`src/rtl/fb_pkg.sv`:
```
// Frame-buffer geometry shared by the pixel writer and the display read stage,
// plus the writer FSM state encoding.
package fb_pkg;

  localparam int FB_W             = 128;
  localparam int FB_H             = 128;
  localparam int FB_BYTES_PER_ROW = 16;
  localparam int FB_BYTES         = 2048;
  localparam int FB_ADDR_W        = 11;

  typedef enum logic [2:0] {
    ST_IDLE = 3'd0,
    ST_RD   = 3'd1,
    ST_CAP  = 3'd2,
    ST_WR   = 3'd3,
    ST_CLR  = 3'd4
  } fb_state_e;

  // Clear value expands to a whole byte of lit or dark pixels.
  function automatic logic [7:0] fill_byte(input logic fill);
    return fill ? 8'hFF : 8'h00;
  endfunction

endpackage

```
`src/rtl/fb_addr_map.sv`:
```
// Pixel coordinate to frame-RAM byte address / bit index mapping.
// Eight pixels per byte, bit 0 is the leftmost pixel, 16 bytes per row.
module fb_addr_map
  import fb_pkg::*;
(
  input  logic [6:0]           x,
  input  logic [6:0]           y,
  output logic [FB_ADDR_W-1:0] addr,
  output logic [2:0]           bit_idx
);

  // addr = y*16 + x/8 is a plain concatenation because the row is 16 bytes.
  assign addr    = {y, x[6:3]};
  assign bit_idx = x[2:0];

endmodule

```
`src/rtl/fb_pixel_writer.sv`:
```
// Single-pixel read-modify-write and full-screen clear into a 1bpp frame RAM
// over a registered port B (one-cycle read latency).
//
// Handshake: a pixel transfers on a rising edge where pix_valid && pix_ready.
// pix_ready is high only in IDLE with no clear being requested that cycle, so
// a clear always wins over a simultaneous pixel. Nothing is queued while busy.
module fb_pixel_writer
  import fb_pkg::*;
(
  input  logic                 clk,
  input  logic                 rst,
  input  logic                 pix_valid,
  output logic                 pix_ready,
  input  logic [6:0]           pix_x,
  input  logic [6:0]           pix_y,
  input  logic                 pix_on,
  input  logic                 clr_req,
  input  logic                 clr_fill,
  output logic                 busy,
  output logic                 clr_done,
  output logic [FB_ADDR_W-1:0] b_addr,
  output logic [7:0]           b_wdata,
  output logic                 b_we,
  input  logic [7:0]           b_rdata,
  output fb_state_e            dbg_state
);

  fb_state_e            state_q, state_d;
  logic [6:0]           x_q, x_d;
  logic [6:0]           y_q, y_d;
  logic                 on_q, on_d;
  logic [FB_ADDR_W-1:0] b_addr_q, b_addr_d;
  logic [7:0]           b_wdata_q, b_wdata_d;
  logic                 b_we_q, b_we_d;
  logic                 clr_done_q, clr_done_d;

  logic [6:0]           map_x, map_y;
  logic [FB_ADDR_W-1:0] map_addr;
  logic [2:0]           map_bit;

  // In IDLE the mapper sees the incoming pixel (to issue the read address);
  // afterwards it sees the latched pixel (to pick the bit to replace).
  always_comb begin
    map_x = (state_q == ST_IDLE) ? pix_x : x_q;
    map_y = (state_q == ST_IDLE) ? pix_y : y_q;
  end

  fb_addr_map u_map (
    .x       (map_x),
    .y       (map_y),
    .addr    (map_addr),
    .bit_idx (map_bit)
  );

  // Next-state and registered-output logic for the writer FSM.
  always_comb begin
    state_d    = state_q;
    x_d        = x_q;
    y_d        = y_q;
    on_d       = on_q;
    b_addr_d   = b_addr_q;
    b_wdata_d  = b_wdata_q;
    b_we_d     = 1'b0;
    clr_done_d = 1'b0;
    unique case (state_q)
      ST_IDLE: begin
        if (clr_req) begin
          b_addr_d  = '0;
          b_wdata_d = fill_byte(clr_fill);
          b_we_d    = 1'b1;
          state_d   = ST_CLR;
        end else if (pix_valid) begin
          x_d      = pix_x;
          y_d      = pix_y;
          on_d     = pix_on;
          b_addr_d = map_addr;
          state_d  = ST_RD;
        end
      end
      // Address was presented at the edge entering RD; data appears in CAP.
      ST_RD: state_d = ST_CAP;
      ST_CAP: begin
        b_wdata_d          = b_rdata;
        b_wdata_d[map_bit] = on_q;
        b_we_d             = 1'b1;
        state_d            = ST_WR;
      end
      // The RAM commits at the edge leaving WR, so a following pixel's read
      // always sees this write without any forwarding.
      ST_WR: state_d = ST_IDLE;
      ST_CLR: begin
        if (b_addr_q == FB_ADDR_W'(FB_BYTES - 1)) begin
          clr_done_d = 1'b1;
          state_d    = ST_IDLE;
        end else begin
          b_addr_d = b_addr_q + 1'b1;
          b_we_d   = 1'b1;
        end
      end
      default: state_d = ST_IDLE;
    endcase
  end

  // State and output registers; reset aborts any operation immediately.
  always_ff @(posedge clk) begin
    if (rst) begin
      state_q    <= ST_IDLE;
      x_q        <= '0;
      y_q        <= '0;
      on_q       <= 1'b0;
      b_addr_q   <= '0;
      b_wdata_q  <= '0;
      b_we_q     <= 1'b0;
      clr_done_q <= 1'b0;
    end else begin
      state_q    <= state_d;
      x_q        <= x_d;
      y_q        <= y_d;
      on_q       <= on_d;
      b_addr_q   <= b_addr_d;
      b_wdata_q  <= b_wdata_d;
      b_we_q     <= b_we_d;
      clr_done_q <= clr_done_d;
    end
  end

  assign pix_ready = (state_q == ST_IDLE) && !clr_req;
  assign busy      = (state_q != ST_IDLE);
  assign clr_done  = clr_done_q;
  assign b_addr    = b_addr_q;
  assign b_wdata   = b_wdata_q;
  assign b_we      = b_we_q;
  assign dbg_state = state_q;

endmodule

```
`config.mk`:
```
export PLATFORM = sky130hd
export DESIGN_NAME = fb_pixel_writer
export DESIGN_NICKNAME = d
export VERILOG_FILES = /design/src/rtl/fb_pkg.sv /design/src/rtl/fb_addr_map.sv /design/src/rtl/fb_pixel_writer.sv
export SDC_FILE = /design/constraint.sdc
export NUM_CORES = 1
export LEC_CHECK = 0
export BUFFER_PORTS_ARGS = -buffer_cell sky130_fd_sc_hd__buf_2
export CAP_MARGIN = 40
export CORE_AREA = 2 2 85 54
export DETAILED_ROUTE_END_ITERATION = 10
export DIE_AREA = 0 0 87 56
export PLACE_DENSITY = 0.74
export SYNTH_ARGS = -nofsm -noshare
export SYNTH_HDL_FRONTEND = slang
export SYNTH_SLANG_ARGS = --single-unit
```
`constraint.sdc`:
```
create_clock -name clk -period 1.75 [get_ports clk]
set_input_delay 0.0875 -clock clk [delete_from_list [all_inputs] [get_ports clk]]
set_output_delay 0.0875 -clock clk [all_outputs]
set_load 0.02 [all_outputs]
```
==> results of run 1 <==
[area by class of cell]
cell class | instances | area share
Clock buffer | 6 | 0.0331
Timing Repair Buffer | 86 | 0.210
Clock inverter | 2 | 0.0140
Tap cell | 50 | 0.0251
Inverter | 6 | 0.00902
Multi-Input combinational cell | 165 | 0.456
Sequential cell | 31 | 0.253
[worst max-delay path: stages (launching register included)]
cell and delay [ns]:
dfxtp_4 0.35, ha_2 0.20, nand3_2 0.10, buf_4 0.19, o311a_1 0.33, a221oi_1 0.31, a211oi_1 0.12
[synth_stat cells (3+ instances only)]
library cell  count  area (sq um)
a221oi_1          3          26.3
nor3b_1           8          60.1
nor3_1            8          40.0
a211oi_1          5          37.5
nand3b_1          7          52.6
o31ai_1           4          30.0
dfxtp_1          31           621
inv_1             6          22.5
buf_1             6          22.5
mux2_2            3          33.8
nand2_1          11          41.3
mux2i_1          16           160
o21ai_0          14          70.1
o311ai_0          4          35.0
nand3_1          13          65.1
nor2_1            8          30.0
buf_2             6          30.0
clkbuf_1          6          22.5
a21oi_1          28           140
[report_power, final]
part	total [mW]	switching, mW	internal (mW)
sequential	0.838	0.0595	0.778
combinational	0.751	0.418	0.333
clock	0.743	0.283	0.461
[worst min path at each step]
stage	startpoint	endpoint	slack, ns	cells past startpoint
global route	pix_x[6]	x_q[6]	0.06	3
CTS	pix_x[6]	x_q[6]	0.06	3
detailed placement	pix_x[5]	x_q[5]	0.37	3
finish	pix_on	on_q	0.06	3
floorplan	pix_x[4]	x_q[4]	0.23	2
global placement	pix_on	on_q	0.35	3
[routing by layer]
metal	share of wire	vias to the layer above	wire (um)
met5	0	-	0
met4	0.010	0	58
met3	0.081	4	458
met2	0.43	92	2440
met1	0.48	952	2690
li1	-	977	-
[timing repair]
action | CTS | global route
pin swaps | 0 | 2
resized for setup | 1 | 6
endpoints found under the setup margin | 2 | 15
buffers inserted | 0 | 7
[logic make-up (layout without fill, tap and decap cells)]
logic type,after synthesis,after routing
AOI/OAI and AO/OA,69,69
xor gates and xnor gates,2,2
adders and majority gates,1,1
buffers and inverters,24,100
DFF,31,31
muxes,19,19
and+or+nand+nor,74,74
[state kept, by name, summed over array words and instances, names as in the netlist]
register and flops:
x_q 6, clr_done 1, b_addr 11, b_we 1, b_wdata 8, on_q 1
dbg_state 3
==> results by group, run 1 <==
Cells and area
  • Most common cell after layout, fill and taps aside: buf_2
  • Final non-filler cell total: 346
  • Layout Area Growth over Synthesis: 37.1%
  • Area of all placed cells without fillers: roughly 2500 sq um
  • Multi-input combinational cell area: approximately 1100 sq um
  • Final Net Count: ~320
  • Commonest cells after routing, fill and taps aside: buf_2, buf_4, a21oi_1, dfxtp_1, mux2i_1
  • Antenna fix cells: 0
  • Fillers: approximately 360
  • Share of post-route cells with drive strength above 1: 0.389
  • Final Util: 0.619
  • Register area: approximately 630 sq um

Run status
  • Status: finished clean

Timing
  • Period utilisation layout: 0.984
  • Clock period minus final worst setup slack: between 1.5 and 2 ns
  • RSZ-0062 raised after global routing: yes
  • Worst slew margin: 0.666
  • Setup-failing EPs final: 0
  • Measured slew at the worst slew-check pin: approximately 0.5 ns
  • Max Slew Vio Count: 0
  • FMAX: about 580 MHz
  • Setup TNS: 0 ns
  • Final hold violation count: 0
  • WHS: about 0.064 ns
  • Post-route setup slack: 0.0284 ns
  • Setup Skew: 0.00488 ns

Power
  • Post-route total power: around 2.3 mW
  • P_leak: roughly 1.1 nW
  • PwrDens: 934 nW/um^2
  • Maximum vdd drop: approximately 0.4 mV

Detailed routing
  • DRT Wirelength: about 5.6 mm
  • Via count: ~2000
  • Router iterations before antenna repair: 5
  • Remaining DRCs: 0
  • Antenna viol nets, final: 0
  • Avg WL per Cell: ~16 um
  • Initial DRC count: approximately 150
  • Drt via density: roughly 5.9

Place
  • DP Area: 2300 sq um
  • GPL Wtd Cong: around 0.97
  • Post-DP HPWL: 4.10 mm
  • Port bufs: 53
  • Placed Instances: 331
  • Pre-CTS WS: -0.0164 ns

Worst setup path
  • Reg2Reg Depth: 6
  • Worst Setup EP: b_addr[8]
  • Slack of the worst reg-to-reg path: ~0.028 ns
  • FF-to-FF Start: b_addr[0]
  • CP required: approximately 1.9 ns
  • Crit path kind: flop to flop
  • Worst Setup End Kind: flop
  • CP startpoint: b_addr[0]
  • FF-to-FF End: b_addr[8]
  • Crit path launch type: flop
  • CP max FO: 7
  • Critical Path AT: 1.88 ns

Synthesis
  • Post-synthesis simple-gate area fraction: 0.247
  • Synth Cell Area: approximately 1800 sq um
  • Post-Synthesis Cells: 220
  • Xor-xnor portion of the synthesized cell area: 0.00962
  • Async SR Flop Fraction: 0
  • Seq cells post-synth: 31
  • Compound-Gate Fraction of Synth Area: 0.236
  • Number of synthesized flops with an enable pin: 0
  • Netlist cell types: 46
  • Mapped Nets: 249
  • Warnings, synthesis: 0
  • Multiplexer share of the synthesized area: 0.106
  • Avg Cell Area, Syn: 8.28 sq um
  • Main combinational cell family by area after synthesis: simple AND/OR/NAND/NOR gates
  • Primary FF master, synth: dfxtp_1
  • Adder-cell share of the synthesized area: 0.00687
  • Seq/Total Area, Yosys: 0.341

GRT
  • Vias in the first global route: approximately 1900
  • First-pass GRT wire length: a little over 9 mm
  • GRT Resource Usage Total: 0.237
  • Layer with the highest usage: met1
  • Grt ovf: 0
  • Met2 GRT Util: 0.329
  • GRT met3 Usage: 0.0564
  • Antenna violations before repair: 0
  • Largest net degree at the start of global routing: 25
  • M1 GR Usage: 0.357

Die
  • Row count: 18
  • Total Die Area: ~4900 sq um
  • Top-Level Pins: 54
  • Die H: ~56 um
  • Die Wd: ~87 um
  • Core box area: just over 4000 sq um
  • Initial core utilization: 0.452

Clock network
  • Deepest clock path buffer count: 2
  • CTS tree: built
  • Clock Sinks: 31
  • Clock latency on the worst-skew pair: a little under 0.3 ns
  • Root buffer cell: clkbuf_8
  • H-tree depth: 2
  • Clk slew on worst S/H paths: approximately 0.070 ns
  • CTS Buf Count: 5
  • Hold_buf cts: 0

Run
  • Max-Cap Viols: 0

Min path
  • Hold Crit Class: input pin to flop
Power figures use the tool's default switching activity.
==> run 2, diff against run 1 <==
--- a/config.mk
+++ b/config.mk
@@ -11,6 +11,7 @@
 export DETAILED_ROUTE_END_ITERATION = 10
 export DIE_AREA = 0 0 87 56
 export PLACE_DENSITY = 0.74
+export SETUP_SLACK_MARGIN = 0.4
 export SYNTH_ARGS = -nofsm -noshare
 export SYNTH_HDL_FRONTEND = slang
 export SYNTH_SLANG_ARGS = --single-unit
==> run 2 against run 1 <==
Effect of this change:
- hold slack lost 0.0073 ns
- critical path depth shrank 1
- sequential share of layout area shrank 2.0 points
- total power shrank 1.3%
- first-iteration DRC count grew 43%
- clock skew grew 0.00092 ns
- wire length grew 15%
- utilization grew 6.9 points
- maximum frequency grew 3.0%
- flip-flop and latch count is the same
- via count grew 9.9%
==> results by group, run 2 (same netlist as run 1, synthesis figures left out) <==
Power
  • P_leak: 1.22 nW
  • NetSw: 0.843 mW
  • Sequential share of power: 0.367
  • Switching portion of total power: 0.366
  • Cell Int Power: between 1 and 1.5 mW
  • Maximum vdd drop: between 0.4 and 0.5 mV
  • Post-route total power: between 2 and 2.5 mW
  • PwrDens: 830 nW/um^2
  • Clock network power share: 0.248
  • Combinational share of power: 0.384

Timing
  • Max Slew Vio Count: 0
  • FMAX: ~600 MHz
  • Final hold violation count: 0
  • Setup Skew: 0.00580 ns
  • Setup-failing EPs final: 0
  • Period utilisation layout: 0.955
  • RSZ-0062 raised after global routing: yes
  • Worst slew margin: 0.581
  • Clock period minus final worst setup slack: 1.67 ns
  • Measured slew at the worst slew-check pin: 0.626 ns

Worst setup path
  • Worst Setup End Kind: flop
  • FF-to-FF End: b_addr[6]
  • Ordered list of cells on the worst path: ha_4, nand3_4, or4_4, a311o_1, o31ai_1
  • Crit path max-delay family: simple AND/OR/NAND/NOR gates
  • Crit path launch type: flop
  • FF-to-FF Start: b_addr[1]
  • Critical Path AT: 1.87 ns
  • Slack of the worst reg-to-reg path: just under 0.08 ns
  • Slowest cell delay on critical path: 0.58 ns
  • Crit path buf inv count: 0
  • Crit path kind: flop to flop
  • CP required: just under 2 ns
  • CP max FO: 6
  • Slowest-stage cell, CP: or4_4
  • Reg2Reg Depth: 5

Detailed routing
  • Initial DRC count: roughly 210
  • DRT Wirelength: about 6.5 mm
  • Via count: 2225
  • Router iterations before antenna repair: 5
  • Avg WL per Cell: around 18 um
  • Remaining DRCs: 0
  • Antenna viol nets, final: 0
  • Drt via density: 6.16

Die
  • Core box area: about 4000 sq um
  • Top-Level Pins: 54
  • Die H: ~56 um
  • Row count: 18
  • Total Die Area: just under 5000 sq um
  • Initial core utilization: 0.452
  • Die Wd: between 80 and 90 um

Clock network
  • Clock latency on the worst-skew pair: between 0.2 and 0.3 ns
  • Deepest clock path buffer count: 2
  • Root buffer cell: clkbuf_8
  • Clock Sinks: 31
  • Hold_buf cts: 0
  • H-tree depth: 2
  • CTS tree: built
  • Clk slew on worst S/H paths: 0.07 ns
  • CTS Buf Count: 5

GRT
  • GRT Resource Usage Total: 0.260
  • Grt ovf: 0
  • Antenna violations before repair: 0
  • First-pass GRT wire length: between 9 and 10 mm
  • Vias in the first global route: 2033
  • Largest net degree at the start of global routing: 25

Min path
  • Min-Delay Endpoint: on_q
  • Hold Crit Depth: 3
  • Worst min-delay path startpoint: pix_on
  • Hold Crit Class: input pin to flop

Cells and area
  • Max FFs per register: 11
  • Share of post-route cells with drive strength above 1: 0.479
  • Final non-filler cell total: roughly 360
  • Fillers: about 280
  • Commonest cells after routing, fill and taps aside: buf_2, buf_4, a21oi_1
  • Final Net Count: between 300 and 400
  • Most common cell after layout, fill and taps aside: buf_2
  • Antenna fix cells: 0
  • Layout Area Growth over Synthesis: 52.3%
  • Final Util: 0.688

Place
  • GPL Wtd Cong: 0.884
  • Port bufs: between 50 and 60
  • Post-DP HPWL: 4.04 mm
  • Placed Instances: 329

Run
  • Max-Cap Viols: 0

Run status
  • Status: finished clean
==> run 2: tightest hold or removal path, stage by stage <==
cell and delay [ns]:
buf_2 0.10, nand3_1 0.06, a21oi_1 0.06
==> run 2: power groups by stage <==
stage	logic, mW	clock network, mW	registers (mW)
5_1_grt	0.938	0.609	0.853
4_1_cts	0.802	0.572	0.838
2_1_floorplan	0.381	0	0.927
6_report	0.885	0.572	0.846
3_5_place_dp	0.692	0	0.854
3_3_place_gp	0.684	0	0.851
==> run 2: worst max-delay path by stage <==
stage               slack [ns]    startpoint  cells after the start        end
floorplan                -0.01     b_addr[1]                      6  b_addr[6]
global placement          0.05     b_addr[1]                      5  b_addr[6]
detailed placement        0.01     b_addr[1]                      5  b_addr[6]
CTS                       0.11     b_addr[0]                      5  b_addr[6]
global route              0.02  dbg_state[0]                      7  b_addr[1]
finish                    0.08     b_addr[1]                      5  b_addr[6]
==> run 2: repair_timing <==
action,CTS,global route
resized for setup,33,16
setup buffers,12,11
endpoints found under the setup margin,31,31
pin swaps,22,5
gates cloned,1,0
==> run 2: final cells by class <==
class                   instances  area (sq um)  area share
clock buffers                   5          68.8      0.0248
clock inverters                 3          15.0     0.00541
inverters                       6          22.5     0.00812
multi-input cells             165          1270       0.457
flip-flops and latches         31           644       0.232
well taps                      50          62.6      0.0226
repair buffers                101           692       0.249
==> run 2: metal layers <==
metal  GRT usage  routed length [um]
met4      0.0893                 142
met1       0.377                2830
met2       0.361                2830
met5           0                   0
met3      0.0786                 680
==> run 2: through the flow <==
stage | hold slack, ns | TNS [ns] | setup WS, ns | instance area, sq um
after detailed placement | 0.362 | 0 | 0.0125 | 2310
after global routing | 0.0630 | 0 | 0.0205 | 2770
after global placement | 0.350 | 0 | 0.0548 | 2310
final | 0.0566 | 0 | 0.0785 | 2770
after CTS | 0.0555 | 0 | 0.107 | 2630
after floorplan | 0.235 | -0.0129 | -0.0129 | 1920
==> run 3, diff against run 2 <==
--- a/config.mk
+++ b/config.mk
@@ -5,12 +5,13 @@
 export SDC_FILE = /design/constraint.sdc
 export NUM_CORES = 1
 export LEC_CHECK = 0
+export ABC_AREA = 1
 export BUFFER_PORTS_ARGS = -buffer_cell sky130_fd_sc_hd__buf_2
 export CAP_MARGIN = 40
-export CORE_AREA = 2 2 85 54
+export CORE_AREA = 2 2 88 56
 export DETAILED_ROUTE_END_ITERATION = 10
-export DIE_AREA = 0 0 87 56
-export PLACE_DENSITY = 0.74
+export DIE_AREA = 0 0 90 58
+export PLACE_DENSITY = 0.84
 export SETUP_SLACK_MARGIN = 0.4
 export SYNTH_ARGS = -nofsm -noshare
 export SYNTH_HDL_FRONTEND = slang
==> run 3 against run 2 <==
Effect of this change:
- non-clock buffer count is 27 lower
- maximum frequency is 9.8% higher
- sequential share of layout area is 0.52 points lower
- total power is 38% higher
- sequential power is 17% higher
- final cell count is 21% higher
- wire length is 12% higher
- largest power group unchanged
- highest routed layer unchanged
==> results by group, run 3 <==
Clock network
  • Root buffer cell: clkbuf_8
  • CTS Buf Count: 5
  • Clock latency on the worst-skew pair: 0.31 ns
  • H-tree depth: 2
  • Clk slew on worst S/H paths: around 0.07 ns
  • Deepest clock path buffer count: 2
  • CTS tree: built
  • Hold_buf cts: 0
  • Clock Sinks: 32

Timing
  • RSZ-0062 raised after global routing: yes
  • Measured slew at the worst slew-check pin: between 0.5 and 0.6 ns
  • Final hold violation count: 0
  • Setup TNS: 0 ns
  • Setup-failing EPs final: 0
  • Max Slew Vio Count: 0
  • Period utilisation layout: 0.870
  • Clock period minus final worst setup slack: roughly 1.5 ns
  • Setup Skew: 0.0103 ns
  • FMAX: between 600 and 700 MHz
  • Worst slew margin: 0.650

GRT
  • First-pass GRT wire length: between 10 and 15 mm
  • GRT Resource Usage Total: 0.250
  • Largest net degree at the start of global routing: 17
  • Antenna violations before repair: 0
  • Grt ovf: 0
  • Vias in the first global route: roughly 2100

Synthesis
  • Netlist cell types: 37
  • Leading area contributor after synthesis: dfxtp_1
  • Adder-cell share of the synthesized area: 0.00621
  • Largest cells by area after synthesis: dfxtp_1, nand2_1, nand3_1, nor2_1, o21ai_0
  • Seq/Total Area, Yosys: 0.318
  • Async SR Flop Fraction: 0
  • Post-synthesis simple-gate area fraction: 0.393
  • Primary FF master, synth: dfxtp_1
  • Post-synth top area share: 0.318
  • Synth top cells by count: nand2_1, nand3_1, nor2_1
  • Compound-Gate Fraction of Synth Area: 0.174
  • Mapped Nets: between 300 and 400
  • Post-Synthesis Cells: slightly below 300
  • Main combinational cell family by area after synthesis: simple AND/OR/NAND/NOR gates
  • Seq cells post-synth: 32
  • Multiplexer share of the synthesized area: 0
  • Most frequent cell after synthesis: nand2_1
  • Warnings, synthesis: 0
  • Xor-xnor portion of the synthesized cell area: 0
  • Number of synthesized flops with an enable pin: 0
  • Synth Cell Area: a little over 2000 sq um
  • Avg Cell Area, Syn: 6.86 sq um

Place
  • Port bufs: 53
  • GPL Wtd Cong: 0.912
  • Post-DP HPWL: ~3.9 mm

Cells and area
  • Layout Area Growth over Synthesis: 44.1%
  • Final Net Count: between 400 and 500
  • Share of post-route cells with drive strength above 1: 0.439
  • Final Util: 0.657
  • Antenna fix cells: 0
  • Max FFs per register: 11
  • Commonest cells after routing, fill and taps aside: buf_2, nand2_1, inv_1
  • Most common cell after layout, fill and taps aside: buf_2

Worst setup path
  • Crit path launch type: flop
  • Ordered list of cells on the worst path: nand2_1, nor2_1, nand4_4, nand3_4, nand2_1, nand2_1, nor2_1
  • Slack of the worst reg-to-reg path: 0.23 ns
  • CP max FO: 6
  • Critical Path AT: around 1.7 ns
  • Most frequent cell on the critical path: nand2_1
  • FF-to-FF End: b_addr[9]
  • Slowest-stage cell, CP: dfxtp_1
  • Crit path kind: flop to flop
  • CP required: around 2.0 ns
  • Reg2Reg Depth: 7
  • Slowest cell delay on critical path: about 0.43 ns
  • FF-to-FF Start: b_addr[9]
  • Worst Setup End Kind: flop

Min path
  • Hold Crit Class: input pin to flop
  • Worst min-delay path startpoint: pix_y[6]
  • Min-Delay Endpoint: b_addr[10]
  • Hold Crit Depth: 3

Detailed routing
  • Router iterations before antenna repair: 7
  • Remaining DRCs: 0
  • Via count: between 2000 and 2500
  • Drt via density: about 5.7
  • Avg WL per Cell: 16.7 um
  • Initial DRC count: 239
  • Antenna viol nets, final: 0
  • DRT Wirelength: ~7.3 mm

Die
  • Total Die Area: 5220 sq um
  • Die Wd: approximately 90 um
  • Die H: between 50 and 60 um
  • Row count: 19
  • Core box area: 4420 sq um
  • Initial core utilization: 0.456
  • Top-Level Pins: 54

Run
  • Max-Cap Viols: 0

Power
  • Maximum vdd drop: between 0.4 and 0.5 mV
  • PwrDens: ~1100 nW/um^2
  • P_leak: 1.34 nW

Run status
  • Status: finished clean
-- run 3: routing by layer --
| layer | track usage | vias up | wire length, um |
|---|---|---|---|
| met5 | 0 | - | 0 |
| met2 | 0.354 | 183 | 3120 |
| met3 | 0.0923 | 34 | 816 |
| li1 | - | 1141 | - |
| met4 | 0.0901 | 0 | 303 |
| met1 | 0.350 | 1131 | 3050 |
-- run 3: layout make-up --
type | instances | area (sq um)
clock buffers | 7 | 76.3
clock inverters | 1 | 5.00
fillers | 363 | 1520
inverters | 35 | 148
multi-input cells | 224 | 1450
flip-flops and latches | 32 | 659
well taps | 63 | 78.8
repair buffers | 74 | 484
repair inverters | 1 | 6.26
-- run 3: metrics by stage --
stage                     hold slack (ns)  cell area [sq um]  power, mW  std cells  setup WS, ns
final                              0.0475               2900       3.18        437         0.227
after global routing               0.0595               2900       3.35        437         0.208
after CTS                          0.0348               2680       2.90        432         0.347
after detailed placement            0.341               2360       2.14        404         0.210
after global placement              0.335               2360       2.12        404         0.266
after floorplan                     0.149               2080       1.90        294         0.348
-- run 3: where the power goes --
| group | internal [mW] | switching, mW | leakage [nW] |
|---|---|---|---|
| clock network | 0.279 | 0.301 | 0.0422 |
| registers | 0.862 | 0.125 | 0.268 |
| logic | 0.590 | 1.03 | 1.03 |
| total | 1.73 | 1.45 | 1.34 |
-- run 3: worst max path at each step --
stage	start	endpoint	slack (ns)	cells after the start
floorplan	dbg_state[1]	x_q[3]	0.35	7
global placement	dbg_state[1]	b_addr[2]	0.27	8
detailed placement	dbg_state[1]	b_addr[2]	0.21	8
CTS	dbg_state[0]	b_wdata[6]	0.35	6
global route	dbg_state[1]	b_wdata[5]	0.21	8
finish	b_addr[9]	b_addr[9]	0.23	7
-- run 3: timing repair --
action                     CTS  global route
setup buffers               15             3
resized for setup           18            52
cloned                       5             2
setup endpoints to repair   28            31
pin swaps                   13            15
-- run 3: worst max-delay path: cells and delay by family (launching register included) --
kind / cells / cell delay, ns
flops: 1 / 0.43
simple gates: 7 / 0.99
-- run 3: logic make-up (layout without fill, tap and decap cells) --
family	count (synthesis)	after routing
buf+inv	44	118
fa+ha+maj	1	1
compound gates	64	64
flops	32	32
simple gates	153	159
